## src/rtl/signal_watchdog_mc_pkg.sv

```systemverilog
// signal_watchdog_mc_pkg: event cause codes and FSM states shared by the
// multi-antenna signal watchdog.
package signal_watchdog_mc_pkg;
    typedef enum logic [1:0] {
        EV_NONE = 2'd0,
        EV_LEN  = 2'd1,
        EV_DC   = 2'd2,
        EV_IQEQ = 2'd3
    } ev_code_t;

    typedef enum logic [1:0] {
        S_WD_IDLE = 2'd0,
        S_WD_HOLD = 2'd1,
        S_WD_COOL = 2'd2
    } wd_state_t;
endpackage

```

## src/rtl/wd_chan_monitor.sv

```systemverilog
// wd_chan_monitor: per-channel sign-bias window counter and equal-I/Q run
// counter; window framing comes from the shared sample counter in the top.
module wd_chan_monitor #(
    parameter int IQ_W     = 16,
    parameter int LOG2_WIN = 6,
    parameter int EQ_RUN   = 32
) (
    input  logic                clk,
    input  logic                rstn,
    input  logic                clear,
    input  logic                iq_valid,
    input  logic                win_last,
    input  logic [IQ_W-1:0]     i_data,
    input  logic [IQ_W-1:0]     q_data,
    input  logic [LOG2_WIN-1:0] dc_th,
    output logic                dc_hit,
    output logic                eq_hit
);
    localparam int RW = $clog2(EQ_RUN + 1);
    localparam logic [LOG2_WIN:0] WIN = {1'b1, {LOG2_WIN{1'b0}}};

    logic [LOG2_WIN:0] pos_cnt;
    logic [LOG2_WIN:0] pos_next;
    logic [RW-1:0]     run_cnt;

    // pos_next already includes the current sample so the last one of a window is judged too
    assign pos_next = pos_cnt + {{LOG2_WIN{1'b0}}, ~i_data[IQ_W-1]};
    assign eq_hit   = run_cnt == RW'(EQ_RUN);

    always_ff @(posedge clk) begin
        if (!rstn || clear) begin
            pos_cnt <= '0;
            run_cnt <= '0;
            dc_hit  <= 1'b0;
        end else begin
            dc_hit <= iq_valid && win_last &&
                      (pos_next <= {1'b0, dc_th} || pos_next >= WIN - {1'b0, dc_th});
            if (iq_valid) begin
                pos_cnt <= win_last ? '0 : pos_next;
                run_cnt <= (i_data != q_data) ? '0 : (eq_hit ? run_cnt : run_cnt + 1'b1);
            end
        end
    end
endmodule

```

## src/rtl/signal_watchdog_mc.sv

```systemverilog
// signal_watchdog_mc: watches NUM_ANT I/Q channels and the SIG length, and
// pulses receiver_rst on a fault followed by an event-blanking cooldown.
module signal_watchdog_mc
    import signal_watchdog_mc_pkg::*;
#(
    parameter int NUM_ANT  = 2,
    parameter int IQ_W     = 16,
    parameter int LOG2_WIN = 6,
    parameter int EQ_RUN   = 32,
    parameter int COOLDOWN = 64
) (
    input  logic                    clk,
    input  logic                    rstn,
    input  logic                    enable,
    input  logic [NUM_ANT*IQ_W-1:0] i_data,
    input  logic [NUM_ANT*IQ_W-1:0] q_data,
    input  logic                    iq_valid,
    input  logic [15:0]             signal_len,
    input  logic                    sig_valid,
    input  logic [15:0]             max_signal_len_th,
    input  logic [15:0]             min_signal_len_th,
    input  logic [LOG2_WIN-1:0]     dc_running_sum_th,
    input  logic [7:0]              rst_hold_cycles,
    output logic                    receiver_rst,
    output logic [1:0]              event_code,
    output logic [15:0]             event_count
);
    localparam int CW = ($clog2(COOLDOWN + 1) > 8) ? $clog2(COOLDOWN + 1) : 8;

    wd_state_t             state;
    logic [CW-1:0]         tmr;
    logic [LOG2_WIN-1:0]   samp_cnt;
    logic [NUM_ANT-1:0]    dc_hit;
    logic [NUM_ANT-1:0]    eq_hit;
    logic                  det_clear;
    logic                  len_hit;
    logic                  dc_any;
    logic                  eq_any;

    // detectors only run while idle and enabled, so every fresh start begins a full window
    assign det_clear = !enable || state != S_WD_IDLE;
    assign len_hit   = enable && sig_valid &&
                       (signal_len > max_signal_len_th || signal_len < min_signal_len_th);
    assign dc_any    = enable && |dc_hit;
    assign eq_any    = enable && |eq_hit;

    always_ff @(posedge clk) begin
        if (!rstn || det_clear)
            samp_cnt <= '0;
        else if (iq_valid)
            samp_cnt <= samp_cnt + 1'b1;
    end

    for (genvar k = 0; k < NUM_ANT; k++) begin : g_chan
        wd_chan_monitor #(
            .IQ_W(IQ_W),
            .LOG2_WIN(LOG2_WIN),
            .EQ_RUN(EQ_RUN)
        ) u_mon (
            .clk(clk),
            .rstn(rstn),
            .clear(det_clear),
            .iq_valid(iq_valid),
            .win_last(&samp_cnt),
            .i_data(i_data[k*IQ_W +: IQ_W]),
            .q_data(q_data[k*IQ_W +: IQ_W]),
            .dc_th(dc_running_sum_th),
            .dc_hit(dc_hit[k]),
            .eq_hit(eq_hit[k])
        );
    end

    always_ff @(posedge clk) begin
        if (!rstn) begin
            state        <= S_WD_IDLE;
            tmr          <= '0;
            receiver_rst <= 1'b0;
            event_code   <= EV_NONE;
            event_count  <= '0;
        end else begin
            case (state)
                S_WD_IDLE: begin
                    if (len_hit || dc_any || eq_any) begin
                        state        <= S_WD_HOLD;
                        receiver_rst <= 1'b1;
                        event_code   <= len_hit ? EV_LEN : (dc_any ? EV_DC : EV_IQEQ);
                        event_count  <= event_count + {15'd0, event_count != 16'hFFFF};
                        tmr          <= (rst_hold_cycles == 8'd0) ? CW'(1) : CW'(rst_hold_cycles);
                    end
                end
                S_WD_HOLD: begin
                    if (tmr == CW'(1)) begin
                        state        <= S_WD_COOL;
                        receiver_rst <= 1'b0;
                        tmr          <= CW'(COOLDOWN);
                    end else begin
                        tmr <= tmr - 1'b1;
                    end
                end
                default: begin
                    if (tmr == CW'(1))
                        state <= S_WD_IDLE;
                    else
                        tmr <= tmr - 1'b1;
                end
            endcase
        end
    end
endmodule

```

## config.mk

```make
export PLATFORM = sky130hd
export DESIGN_NAME = signal_watchdog_mc
export DESIGN_NICKNAME = d
export VERILOG_FILES = /design/src/rtl/signal_watchdog_mc_pkg.sv /design/src/rtl/wd_chan_monitor.sv /design/src/rtl/signal_watchdog_mc.sv
export SDC_FILE = /design/constraint.sdc
export NUM_CORES = 1
export LEC_CHECK = 0
export BUFFER_PORTS_ARGS = -buffer_cell sky130_fd_sc_hd__buf_4
export CORE_ASPECT_RATIO = 1.5
export CORE_MARGIN = 2
export CORE_UTILIZATION = 48
export CTS_BUF_LIST = sky130_fd_sc_hd__clkbuf_16
export DETAILED_ROUTE_END_ITERATION = 10
export PLACE_DENSITY = 0.78
export SYNTH_ARGS = -nofsm -noshare
export SYNTH_HDL_FRONTEND = slang
export SYNTH_SLANG_ARGS = --single-unit
```

## constraint.sdc

```tcl
create_clock -name clk -period 2.5 [get_ports clk]
set_input_delay 0.375 -clock clk [delete_from_list [all_inputs] [get_ports clk]]
set_output_delay 0.375 -clock clk [all_outputs]
set_load 0.005 [all_outputs]
```

Yosys cells after proc, flatten, opt, wreduce, memory -nomap -nowiden --
Cells that the tools add are included. W data, S select, Z words.
Cells by class: add/subtract/negate cells 8, order comparisons 6, equality and inequality tests 12, mux-type cells 20, bitwise logic cells 2, reduce and logical (&&, ||, !) cells 30
Operators by type and width (number):
- $mux W8 | 4
- $ne A16 B16 Y1 | 2
- $mux W6 | 4
- $add A6 B1 Y6 const B | 3
- $add A16 B1 Y16 | 1
- $gt A16 B16 Y1 | 1
- $lt A16 B16 Y1 | 1
- $ne A16 B16 Y1 const B | 1
- $pmux W8 S2 | 1
- $add A7 B1 Y7 | 2
- $ge A7 B7 Y1 | 2
- $le A7 B6 Y1 | 2
- $mux W7 | 2
- $eq A6 B6 Y1 const B | 2
- $eq A8 B1 Y1 const B | 1
- $logic_not A8 Y1 | 1
- $mux W2 | 4
- $ne A2 B2 Y1 const B | 4
- $reduce_and A2 Y1 | 4
- $sub A8 B1 Y8 const B | 1
- $logic_and A1 B1 Y1 | 7
- $logic_or A1 B1 Y1 | 7
- $sub A7 B6 Y7 const A | 1
- $reduce_and A3 Y1 | 2
- other kinds (11) | 18
Storage, ports and cells: bits in registers 63, input bits 131, output and inout port bits 19, word-level logic and storage cells 90

Logic depth before layout (Yosys ltp) --
Gate-level depths: netlist (run 1).
depth in word-level cells 7, depth in mapped cells 15, gate-level depth less buffers 15

Modules after synthesis --
A second synthesis (run 1) with hierarchy kept.
Unflattened totals: cells, all modules 650, area total of the unflattened synthesis 5240.0 µm²
By module, submodules not included:
- signal_watchdog_mc | instances 1, cells an instance 334, area an instance 2660.1 µm², sequential area each 700.7 µm²
- wd_chan_monitor | instances 2, cells an instance 158, area an instance 1290.0 µm², sequential area each 280.3 µm²

Worst setup path after synthesis (run 1) --
OpenSTA, ideal clock, no wires.
kind register -> register, from reg event_count[2], to reg event_count[14], library setup time 0.128 ns, arrival time 2.588 ns, data required time 2.372 ns, setup slack -0.215 ns, cell stages (with the launch flop) 15, path buffers 0, period minus slack after synthesis 2.715 ns, cells stage by stage dfxtp_1 and4_1 and3_1 and3_1 and2_1 and3_1 nand3_1 or2_2 ha_1 ha_1 nand2_1 inv_1 o2111a_1 xnor2_1 nor2_1
Between the ends: longest elaborated chain between the ends 2
Ends and longest elaborated chain:
- start, declared | RTL line signal_watchdog_mc.sv:26 | output logic [15:0] event_count
- start signal, assigned | RTL line signal_watchdog_mc.sv:87 | event_count <= event_count + {15'd0, event_count != 16'hFFFF};
- $ne A16 B16 Y1 | RTL line signal_watchdog_mc.sv:87
- $add A16 B1 Y16 (*) | RTL line signal_watchdog_mc.sv:87
Every way passes the cells marked *; elsewhere a longest branch is shown, timed or not. A chain may end at the register's enable or synchronous reset.

Worst setup path after layout (run 1) --
from reg event_count[4], to reg event_count[12]
The elaborated chain is that of the path after synthesis.

==> results.toml, run 1 <==
[timing]
slew_headroom_pct = 49.6
final_setup_violation_count = 1
timing.final.ws_setup_ps = -5.40
unrepaired_setup_endpoints_after_global_routing = "yes"
max_freq_mhz = 399
setup_total_negative_slack_ps = -5.40
fin_worst_skew_ps = 7.34
min_period_ps = 2510
max_transition_viols_final = 0
final_hold_viol_count = 0
max_slew.worst_pin.slew_ps = 755
final.period_utilization_pct = 100

[floorplanning]
rows = 45
chipWidth_um = 86.6
fp.dieArea_um2 = 11100
starting_utilization_of_the_core_area_pct = 49.0
core-area_um2 = 10000
ioPinCount = 150
chipHeight_um = 128

[flow_run]
max_cap_violations = 0

[detailed_routing]
route.detailed.wl_per_inst_um = 14.8
first_pass_iters = 4
dr_total_vias = 5013
drt_first_iter_violations = 177
drc_errors = 0
route.antenna.remaining_nets = 0
wirelength_um = 13500
routed_via_density = 5.47

[power_and_ir_drop]
power.density_cell_area_nw_per_um2 = 430
leakagePower_uw = 0.00326
max-vdd-ir-drop_uv = 442
fin_total_pwr_uw = 2940

[critical_path]
critical_path.max_fanout = 4
r2r_setup_slack_ps = -5
timing.critical_path.cells = "and4_4 > and3_4 > and3_4 > and2_4 > and3_4 > nand3_4 > or2_4 > ha_4 > ha_4 > nand2_4 > inv_4 > o2111ai_1 > xor2_1 > nor2_1"
timing.critical_path.from_type = "flip-flop"
critical-path-slowest-cell = "sky130_fd_sc_hd__dfxtp_2"
slowest_delay_ps = 330
cp_data_required_time_ps = 2720
crit_type = "flip-flop to flip-flop"
critical_path_arrival_ps = 2720
cp_common_cell = "sky130_fd_sc_hd__and3_4"
cp-end-kind = "flip-flop"

[grt]
number_of_global_route_vias_before_repair = 5193
grt_use_met2_pct = 49.3
gr-max-usage-layer = "met2"
grt_max_degree = 34
number_of_antenna_violations_at_the_first_check_in_global_routing = 0
grtUsageMet3_pct = 4.64
grt_remaining_overflow = 0
grt_pass1_wl_um = 22100
globalRouteTotalUtil_pct = 24.9
grt.met1_usage_pct = 23.4

[synth]
synth_top_family_by_area = "simple AND/OR/NAND/NOR gates"
fraction_of_synthesized_cell_area_in_xor_and_xnor_cells_pct = 13.2
synth_mux_area_share_pct = 0.815
mappedNetlistNets = 802
asyncSetResetFlopFracSynth_pct = 0
ys.warnings.count = 0
part_of_the_yosys_area_used_for_sequential_elements_pct = 25.7
synthSimpleGateAreaFrac_pct = 20.5
synthAdderAreaFrac_pct = 17.6
synth-compound-area-share_pct = 16.9
synth_flop_cell = "sky130_fd_sc_hd__dfxtp_1"
postSynthRegisterBits = 63
synth_cells = 602
synth-edff-count = 0
syn-mean-instance-area_um2 = 8.16
synthDistinctLibCells = 52
post_synth_instance_area_um2 = 4910

[clocking]
cts.sink_count = 63
cts.clk_slew.worst_paths_ps = 50
cts_max_level = 3
clock_tree_from_tritoncts = "yes"
worstSkewPairLatency_ps = 330
cts_made_buffers = 9
cell_at_the_root_of_the_clock_tree = "sky130_fd_sc_hd__clkbuf_16"
clockBufferDepth = 2

[final_layout]
most_frequent_cells_in_the_layout = "193 x sky130_fd_sc_hd__buf_4, 67 x sky130_fd_sc_hd__ha_1, 63 x sky130_fd_sc_hd__nor2_1"
finish.net_count = 996
finalCoreUtilization_pct = 68.3
layout-drive-gt1-share_pct = 31.3
most_common_cell_after_layout_fill_and_taps_aside = "sky130_fd_sc_hd__buf_4"
antenna_cells = 0
syn_to_final_growth_pct = 39.3

[hold_path]
holdCritPathClass = "input port to flip-flop"

[placement]
port_buffers = 149
gpl.final_weighted_congestion = 0.927
dpl.hpwl_um = 11000

[status]
status = "complete, but fails checks"
violations = "negative setup slack"
-- worst paths after layout --
path                              startpoint                         end  cells past startpoint
hold / removal                          rstn               event_code[1]                      2
hold reg to reg   g_chan[1].u_mon.pos_cnt[0]  g_chan[1].u_mon.pos_cnt[0]                      2
setup / recovery              event_count[4]             event_count[12]                     14
setup reg to reg              event_count[4]             event_count[12]                     14
-- synth_stat cells, drive strengths merged (2+ instances only) --
cell type	count	area (um2)
nor2	66	250
o22ai	2	12.5
o2111ai	2	17.5
a31o	2	17.5
dfxtp	63	1260
or2	4	25.0
a2111oi	4	61.3
nor4	12	81.3
and2	3	18.8
nor3	5	25.0
o221a	2	22.5
a211oi	11	120
nor2b	13	81.3
mux2i	4	40.0
clkbuf	9	33.8
a21o	11	83.8
or3	2	12.5
o21ai	17	85.1
nand2b	11	68.8
inv	58	218
xnor2	36	315
nand2	36	135
nand4	19	119
a21oi	54	289
and3	7	43.8
ha	69	863
o211ai	6	50.1
nand3	25	125
xor2	38	333
-- layer usage --
layer / routed length, um / share of wire, %
met5: 0 / 0
met4: 469 / 3.5
met3: 663 / 4.9
met2: 7520 / 56
met1: 4870 / 36
-- kinds of logic (layout without fill, tap and decap cells) --
kind of cell | after synthesis | in the layout
and+or+nand+nor | 206 | 206
AOI/OAI and AO/OA | 118 | 118
xor gates and xnor gates | 74 | 74
adders and majority gates | 69 | 69
buffers and inverters | 68 | 266
DFF | 63 | 63
muxes | 4 | 4
-- state kept, by name, indices dropped and copies added (netlist names) --
name	cells
g_chan.u_mon.run_cnt	12
g_chan.u_mon.pos_cnt	14
receiver_rst	1
state	2
g_chan.u_mon.dc_hit	2
samp_cnt	6
event_code	2
event_count	16
tmr	8
-- final cells by class --
type | count | area, um2
repair buffers | 193 | 1450
inverters | 58 | 220
clock buffers | 10 | 250
flip-flops and latches | 63 | 1270
well taps | 117 | 146
fillers | 845 | 3180
multi-input cells | 471 | 3490
clock inverters | 5 | 22.5
-- report_power, final --
part           switching, uW  total (uW)  internal [uW]
sequential              36.3        1070           1040
clock                    430        1140            711
combinational            350         731            381
total                    816        2940           2130
-- worst max-delay path: cells and delay by family, from the launching register on --
kind | cells | cell delay (ps)
XOR/XNOR | 1 | 180
AND/OR/NAND/NOR | 9 | 1380
AO/OA/AOI/OAI | 1 | 120
adder cells (fa/ha/maj) | 2 | 330
buffers and inverters | 1 | 50
flip-flops | 1 | 330
-- metrics by stage --
step	instances	setup slack [ps]	area (um2)	hold WS, ps
2_1_floorplan	602	-0.375	4960	448
3_3_place_gp	898	-190	6480	459
3_5_place_dp	898	-229	6480	470
4_1_cts	916	4.84	6810	374
5_1_grt	917	-98.1	6840	384
6_report	917	-5.40	6840	387
-- timing repair --
action | CTS | global route
pin swaps | 9 | 11
gates resized for setup | 6 | 7
setup buffers | 3 | 1
hold buffers | 0 | 0
endpoints found under the setup margin | 11 | 17
(Power assumes the default switching activity.)
==> run 2: changes to the inputs <==
--- a/config.mk
+++ b/config.mk
@@ -6,11 +6,12 @@
 export NUM_CORES = 1
 export LEC_CHECK = 0
 export BUFFER_PORTS_ARGS = -buffer_cell sky130_fd_sc_hd__buf_4
-export CORE_ASPECT_RATIO = 1.5
+export CORE_ASPECT_RATIO = 1.1
 export CORE_MARGIN = 2
 export CORE_UTILIZATION = 48
 export CTS_BUF_LIST = sky130_fd_sc_hd__clkbuf_16
 export DETAILED_ROUTE_END_ITERATION = 10
+export GPL_ROUTABILITY_DRIVEN = 0
 export PLACE_DENSITY = 0.78
 export SYNTH_ARGS = -nofsm -noshare
 export SYNTH_HDL_FRONTEND = slang
==> run 2 against run 1 <==
The run still ends with negative setup slack left. Critical endpoint is now event_count[14]. Worst setup slack worse by 54 ps. Critical path depth stayed put. Critical path type unchanged. Worst hold slack worse by 14 ps. Cell count is 0.22% lower.
==> results.toml, run 2 (same netlist as run 1, synthesis figures left out) <==
[status]
status = "complete, but fails checks"
violations = "negative setup slack"

[flow_run]
max_cap_violations = 0

[power_and_ir_drop]
power.density_cell_area_nw_per_um2 = 451
power.share.combinational_pct = 23.7
leakagePower_uw = 0.00325
switchingPower_uw = 814
p_int_uw = 2270
sw_frac_of_total_pct = 26.4
max-vdd-ir-drop_uv = 410
power.clock.fraction_pct = 41.5
seq_power_share_pct = 34.8

[detailed_routing]
route.detailed.wl_per_inst_um = 14.5
wirelength_um = 13200
route.met2.wl_um = 7030
met1_length_um = 5150
dr_total_vias = 4963
drc_errors = 0
first_pass_iters = 4
route.antenna.remaining_nets = 0
routed_via_density = 5.42
top_layer_used = "met4"
drt_first_iter_violations = 222
routed-wl-met3_um = 737

[critical_path]
timing.critical_path.cells = "and4_4 > and3_4 > and3_4 > and2_4 > and3_4 > nand3_4 > or2_4 > ha_4 > ha_4 > nand2_4 > inv_4 > o2111a_1 > xnor2_1 > nor2_1"
critical-path-slowest-cell = "sky130_fd_sc_hd__dfxtp_4"
timing.critical_path.from_type = "flip-flop"
worst_path_dominant_cell_family = "simple AND/OR/NAND/NOR gates"
rr_endpoint = "event_count[14]"
slowest_delay_ps = 340
reg2regPathDepth = 14
cp_common_cell = "sky130_fd_sc_hd__and3_4"
crit_type = "flip-flop to flip-flop"
r2r_setup_slack_ps = -60
worstPathBufferInverterCount = 1
critical_path_arrival_ps = 2780
r2r_start = "event_count[2]"
cp-end-kind = "flip-flop"
cp_data_required_time_ps = 2720
critical_path.max_fanout = 4

[timing]
final_hold_viol_count = 0
final.period_utilization_pct = 102
unrepaired_setup_endpoints_after_global_routing = "yes"
max_freq_mhz = 391
max_slew.worst_pin.slew_ps = 748
finalHoldWorstSlack_ps = 373
final_setup_violation_count = 5
timing.final.ws_setup_ps = -59.2
fin_worst_skew_ps = 9.47
slew_headroom_pct = 50.0
max_transition_viols_final = 0
min_period_ps = 2560
setup_total_negative_slack_ps = -141

[final_layout]
antenna_cells = 0
syn_to_final_growth_pct = 39.1
most_frequent_cells_in_the_layout = "187 x sky130_fd_sc_hd__buf_4, 67 x sky130_fd_sc_hd__ha_1, 65 x sky130_fd_sc_hd__nor2_1"
largest_register_ffs = 16
registers.top_by_ff_count = "event_count"
top_regs = "event_count (16), g_chan.u_mon.pos_cnt (14), g_chan.u_mon.run_cnt (12)"
layout-drive-gt1-share_pct = 30.3
finish.net_count = 990
most_common_cell_after_layout_fill_and_taps_aside = "sky130_fd_sc_hd__buf_4"
finish.instance_area_um2 = 6830

[clocking]
cts.clk_slew.worst_paths_ps = 60
cts.sink_count = 63
worstSkewPairLatency_ps = 330
cell_at_the_root_of_the_clock_tree = "sky130_fd_sc_hd__clkbuf_16"
cts_made_buffers = 9
clock_tree_from_tritoncts = "yes"
cts_max_level = 3
clockBufferDepth = 2

[grt]
grt_max_degree = 34
number_of_antenna_violations_at_the_first_check_in_global_routing = 0
number_of_global_route_vias_before_repair = 4978
grt_remaining_overflow = 0
globalRouteTotalUtil_pct = 23.9
grt_pass1_wl_um = 21400

[hold_path]
hold_path_end = "event_count[5]"
worst_hold_path.num_cells = 3
holdCritPathClass = "input port to flip-flop"
timing.hold.worst.start = "rstn"

[floorplanning]
starting_utilization_of_the_core_area_pct = 49.5
chipHeight_um = 110
rows = 38
ioPinCount = 150
chipWidth_um = 100
fp.dieArea_um2 = 11100
core-area_um2 = 9940

[placement]
port_buffers = 149
post_dp_cell_area_um2 = 6440
dpl.hpwl_um = 10500
run 2: area by class of cell:
class	count	area, um2
well taps	120	150
multi-input cells	471	3490
repair buffers	187	1400
inverters	58	220
clock buffers	9	225
clock inverters	7	80.1
flip-flops and latches	63	1270
fillers	807	3100
run 2: worst max path at each step:
stage                     slack [ps]            from               to  depth (start not counted)
after floorplan                 -0.4  event_count[2]  event_count[14]                         14
after global placement          -150   signal_len[1]           tmr[3]                         10
after detailed placement        -260   signal_len[9]           tmr[3]                          9
after CTS                        -30  event_count[2]  event_count[14]                         14
after global routing            -110  event_count[4]  event_count[14]                         14
final                            -60  event_count[2]  event_count[14]                         14
run 2: routing by layer:
metal  vias to the layer above  GRT usage, %
met5                         -             0
li1                       2490             -
met1                      2268          25.2
met3                        34          4.04
met2                       171          45.7
met4                         0          11.6
run 2: power groups by stage:
| stage | clock, uW | sequential [uW] | combinational, uW |
|---|---|---|---|
| detailed placement | 0 | 1090 | 715 |
| global placement | 0 | 1090 | 686 |
| global route | 1330 | 1080 | 812 |
| CTS | 1290 | 1070 | 724 |
| finish | 1280 | 1070 | 730 |
| floorplan | 0 | 1080 | 406 |
run 2: worst min-delay path, stage by stage:
cell                      delay [ps]
sky130_fd_sc_hd__buf_4           160
sky130_fd_sc_hd__nand2_1          70
sky130_fd_sc_hd__mux2i_1          50
run 2: repair_timing:
action | CTS | global route
buffers inserted | 2 | 2
pin swaps | 9 | 4
endpoints found under the setup margin | 13 | 19
resized for setup | 6 | 5
hold buffers | 0 | 0
run 2: through the flow:
stage	total power [uW]	cells	setup slack [ps]	utilization, %
after floorplan	1490	602	-0.375	-
after global placement	1770	895	-151	64.8
after detailed placement	1810	895	-257	64.8
after CTS	3080	913	-25.5	68.3
after global routing	3220	915	-108	68.8
final	3080	915	-59.2	68.8
==> run 3: changes to the inputs <==
--- a/config.mk
+++ b/config.mk
@@ -12,7 +12,7 @@
 export CTS_BUF_LIST = sky130_fd_sc_hd__clkbuf_16
 export DETAILED_ROUTE_END_ITERATION = 10
 export GPL_ROUTABILITY_DRIVEN = 0
-export PLACE_DENSITY = 0.78
+export PLACE_DENSITY = 0.87
 export SYNTH_ARGS = -nofsm -noshare
 export SYNTH_HDL_FRONTEND = slang
 export SYNTH_SLANG_ARGS = --single-unit
==> run 3 against run 2 <==
Sequential share of layout area down 0.24 points. Worst setup slack worse by 18 ps. Worst hold slack better by 2.6 ps. Utilization grew 0.91 points. The run still ends with negative setup slack left. Largest power group unchanged. First-iteration DRC count rose by 64%. Sequential power hardly changed. Via count rose by 3.4%. Clock-buffer cell count unchanged. Clock skew increased by 1.3 ps. Critical path depth shrank 2.
==> results.toml, run 3 (same netlist as run 1, synthesis figures left out) <==
[final_layout]
registers.top_by_ff_count = "event_count"
largest_register_ffs = 16
most_frequent_cells_in_the_layout = "193 x sky130_fd_sc_hd__buf_4, 67 x sky130_fd_sc_hd__ha_1, 64 x sky130_fd_sc_hd__nor2_1"
antenna_cells = 0
finish.net_count = 997
top_regs = "event_count (16), g_chan.u_mon.pos_cnt (14), g_chan.u_mon.run_cnt (12)"
layout.cells.non_filler = 922
syn_to_final_growth_pct = 40.9
most_common_cell_after_layout_fill_and_taps_aside = "sky130_fd_sc_hd__buf_4"
finish.instance_area_um2 = 6920
layout-drive-gt1-share_pct = 31.5

[power_and_ir_drop]
fin_total_pwr_uw = 3060
max-vdd-ir-drop_uv = 361
power.density_cell_area_nw_per_um2 = 442
leakagePower_uw = 0.00328

[timing]
final_setup_violation_count = 10
max_freq_mhz = 388
slew_headroom_pct = 48.6
max_transition_viols_final = 0
final.period_utilization_pct = 103
min_period_ps = 2580
unrepaired_setup_endpoints_after_global_routing = "yes"
fin_worst_skew_ps = 10.8
final_hold_viol_count = 0
timing.final.ws_setup_ps = -77.2
max_slew.worst_pin.slew_ps = 769

[clocking]
cts_made_buffers = 9
cts.clk_slew.worst_paths_ps = 60
clock_tree_from_tritoncts = "yes"
cts.sink_count = 63
clockBufferDepth = 2
cell_at_the_root_of_the_clock_tree = "sky130_fd_sc_hd__clkbuf_16"
cts-hold-fix-buffers = 0
cts_max_level = 3
worstSkewPairLatency_ps = 340

[floorplanning]
rows = 38
starting_utilization_of_the_core_area_pct = 49.5
ioPinCount = 150
chipWidth_um = 100
chipHeight_um = 110
core-area_um2 = 9940
fp.dieArea_um2 = 11100

[status]
violations = "negative setup slack"
status = "complete, but fails checks"

[critical_path]
cp-end-kind = "flip-flop"
crit_type = "input port to flip-flop"
cp_data_required_time_ps = 2700
critical_path_arrival_ps = 2780
critical_path.max_fanout = 8
timing.critical_path.from_type = "input port"

[grt]
number_of_global_route_vias_before_repair = 5261
grt_max_degree = 34
globalRouteTotalUtil_pct = 24.7
grt_remaining_overflow = 0
grt_pass1_wl_um = 22000
number_of_antenna_violations_at_the_first_check_in_global_routing = 0

[detailed_routing]
first_pass_iters = 5
dr_total_vias = 5132
wirelength_um = 13900
drc_errors = 0
route.antenna.remaining_nets = 0
drt_first_iter_violations = 364
routed_via_density = 5.57
route.detailed.wl_per_inst_um = 15.1

[flow_run]
max_cap_violations = 0

[placement]
numPlacedInstances = 899
post_dp_cell_area_um2 = 6470
dpl.hpwl_um = 10700
port_buffers = 149

[hold_path]
holdCritPathClass = "input port to flip-flop"
## run 3: critical path: stages
cell and delay (ps):
sky130_fd_sc_hd__buf_4 120, sky130_fd_sc_hd__ha_1 290, sky130_fd_sc_hd__nor2b_1 140, sky130_fd_sc_hd__o211ai_1 130
sky130_fd_sc_hd__a2111oi_1 550, sky130_fd_sc_hd__o311a_4 280, sky130_fd_sc_hd__a21oi_4 40, sky130_fd_sc_hd__buf_12 140
sky130_fd_sc_hd__buf_4 140, sky130_fd_sc_hd__a2111oi_4 350, sky130_fd_sc_hd__xnor2_1 170, sky130_fd_sc_hd__nor2_1 50
## run 3: where the power goes
| group | internal, uW | leakage [uW] | switching (uW) |
|---|---|---|---|
| Clock | 772 | 0.000143 | 467 |
| Combinational | 389 | 0.00262 | 365 |
| Sequential | 1030 | 0.000512 | 36.0 |
| Total | 2200 | 0.00328 | 868 |
## run 3: routing by layer
layer	share of wire, %	vias up	GRT usage [%]	wire, um
met5	0	-	0	0
met4	3.2	0	11.5	447
met3	5.9	41	4.60	822
met2	54	206	48.0	7480
met1	37	2382	25.3	5190
li1	-	2503	-	-
## run 3: worst paths after layout
check	startpoint	to	slack (ps)	cells after the start
setup / recovery	signal_len[1]	event_count[7]	-80	12
setup reg to reg	event_count[4]	event_count[4]	-40	14
hold reg to reg	g_chan[1].u_mon.pos_cnt[0]	g_chan[1].u_mon.pos_cnt[0]	470	2
hold / removal	rstn	event_code[1]	380	2
## run 3: through the flow
step,TNS [ps],worst slack (ps),hold WS [ps],util (%)
floorplan,-0.375,-0.375,448,-
global placement,-3670,-275,459,65.1
detailed placement,-5210,-352,469,65.1
CTS,-15.7,-11.5,370,68.8
global route,-1040,-118,383,69.7
finish,-333,-77.2,376,69.7
## run 3: what timing repair did
item,CTS,global route
pin swaps,8,10
gates resized for setup,9,9
setup buffers,3,4
setup endpoints to repair,15,16
## run 3: layout make-up
cell class	count	area, um2
fillers	708	3010
repair buffers	194	1470
clock buffers	9	225
clock inverters	7	72.6
well taps	120	150
inverters	58	220
multi-input cells	471	3520
flip-flops and latches	63	1270
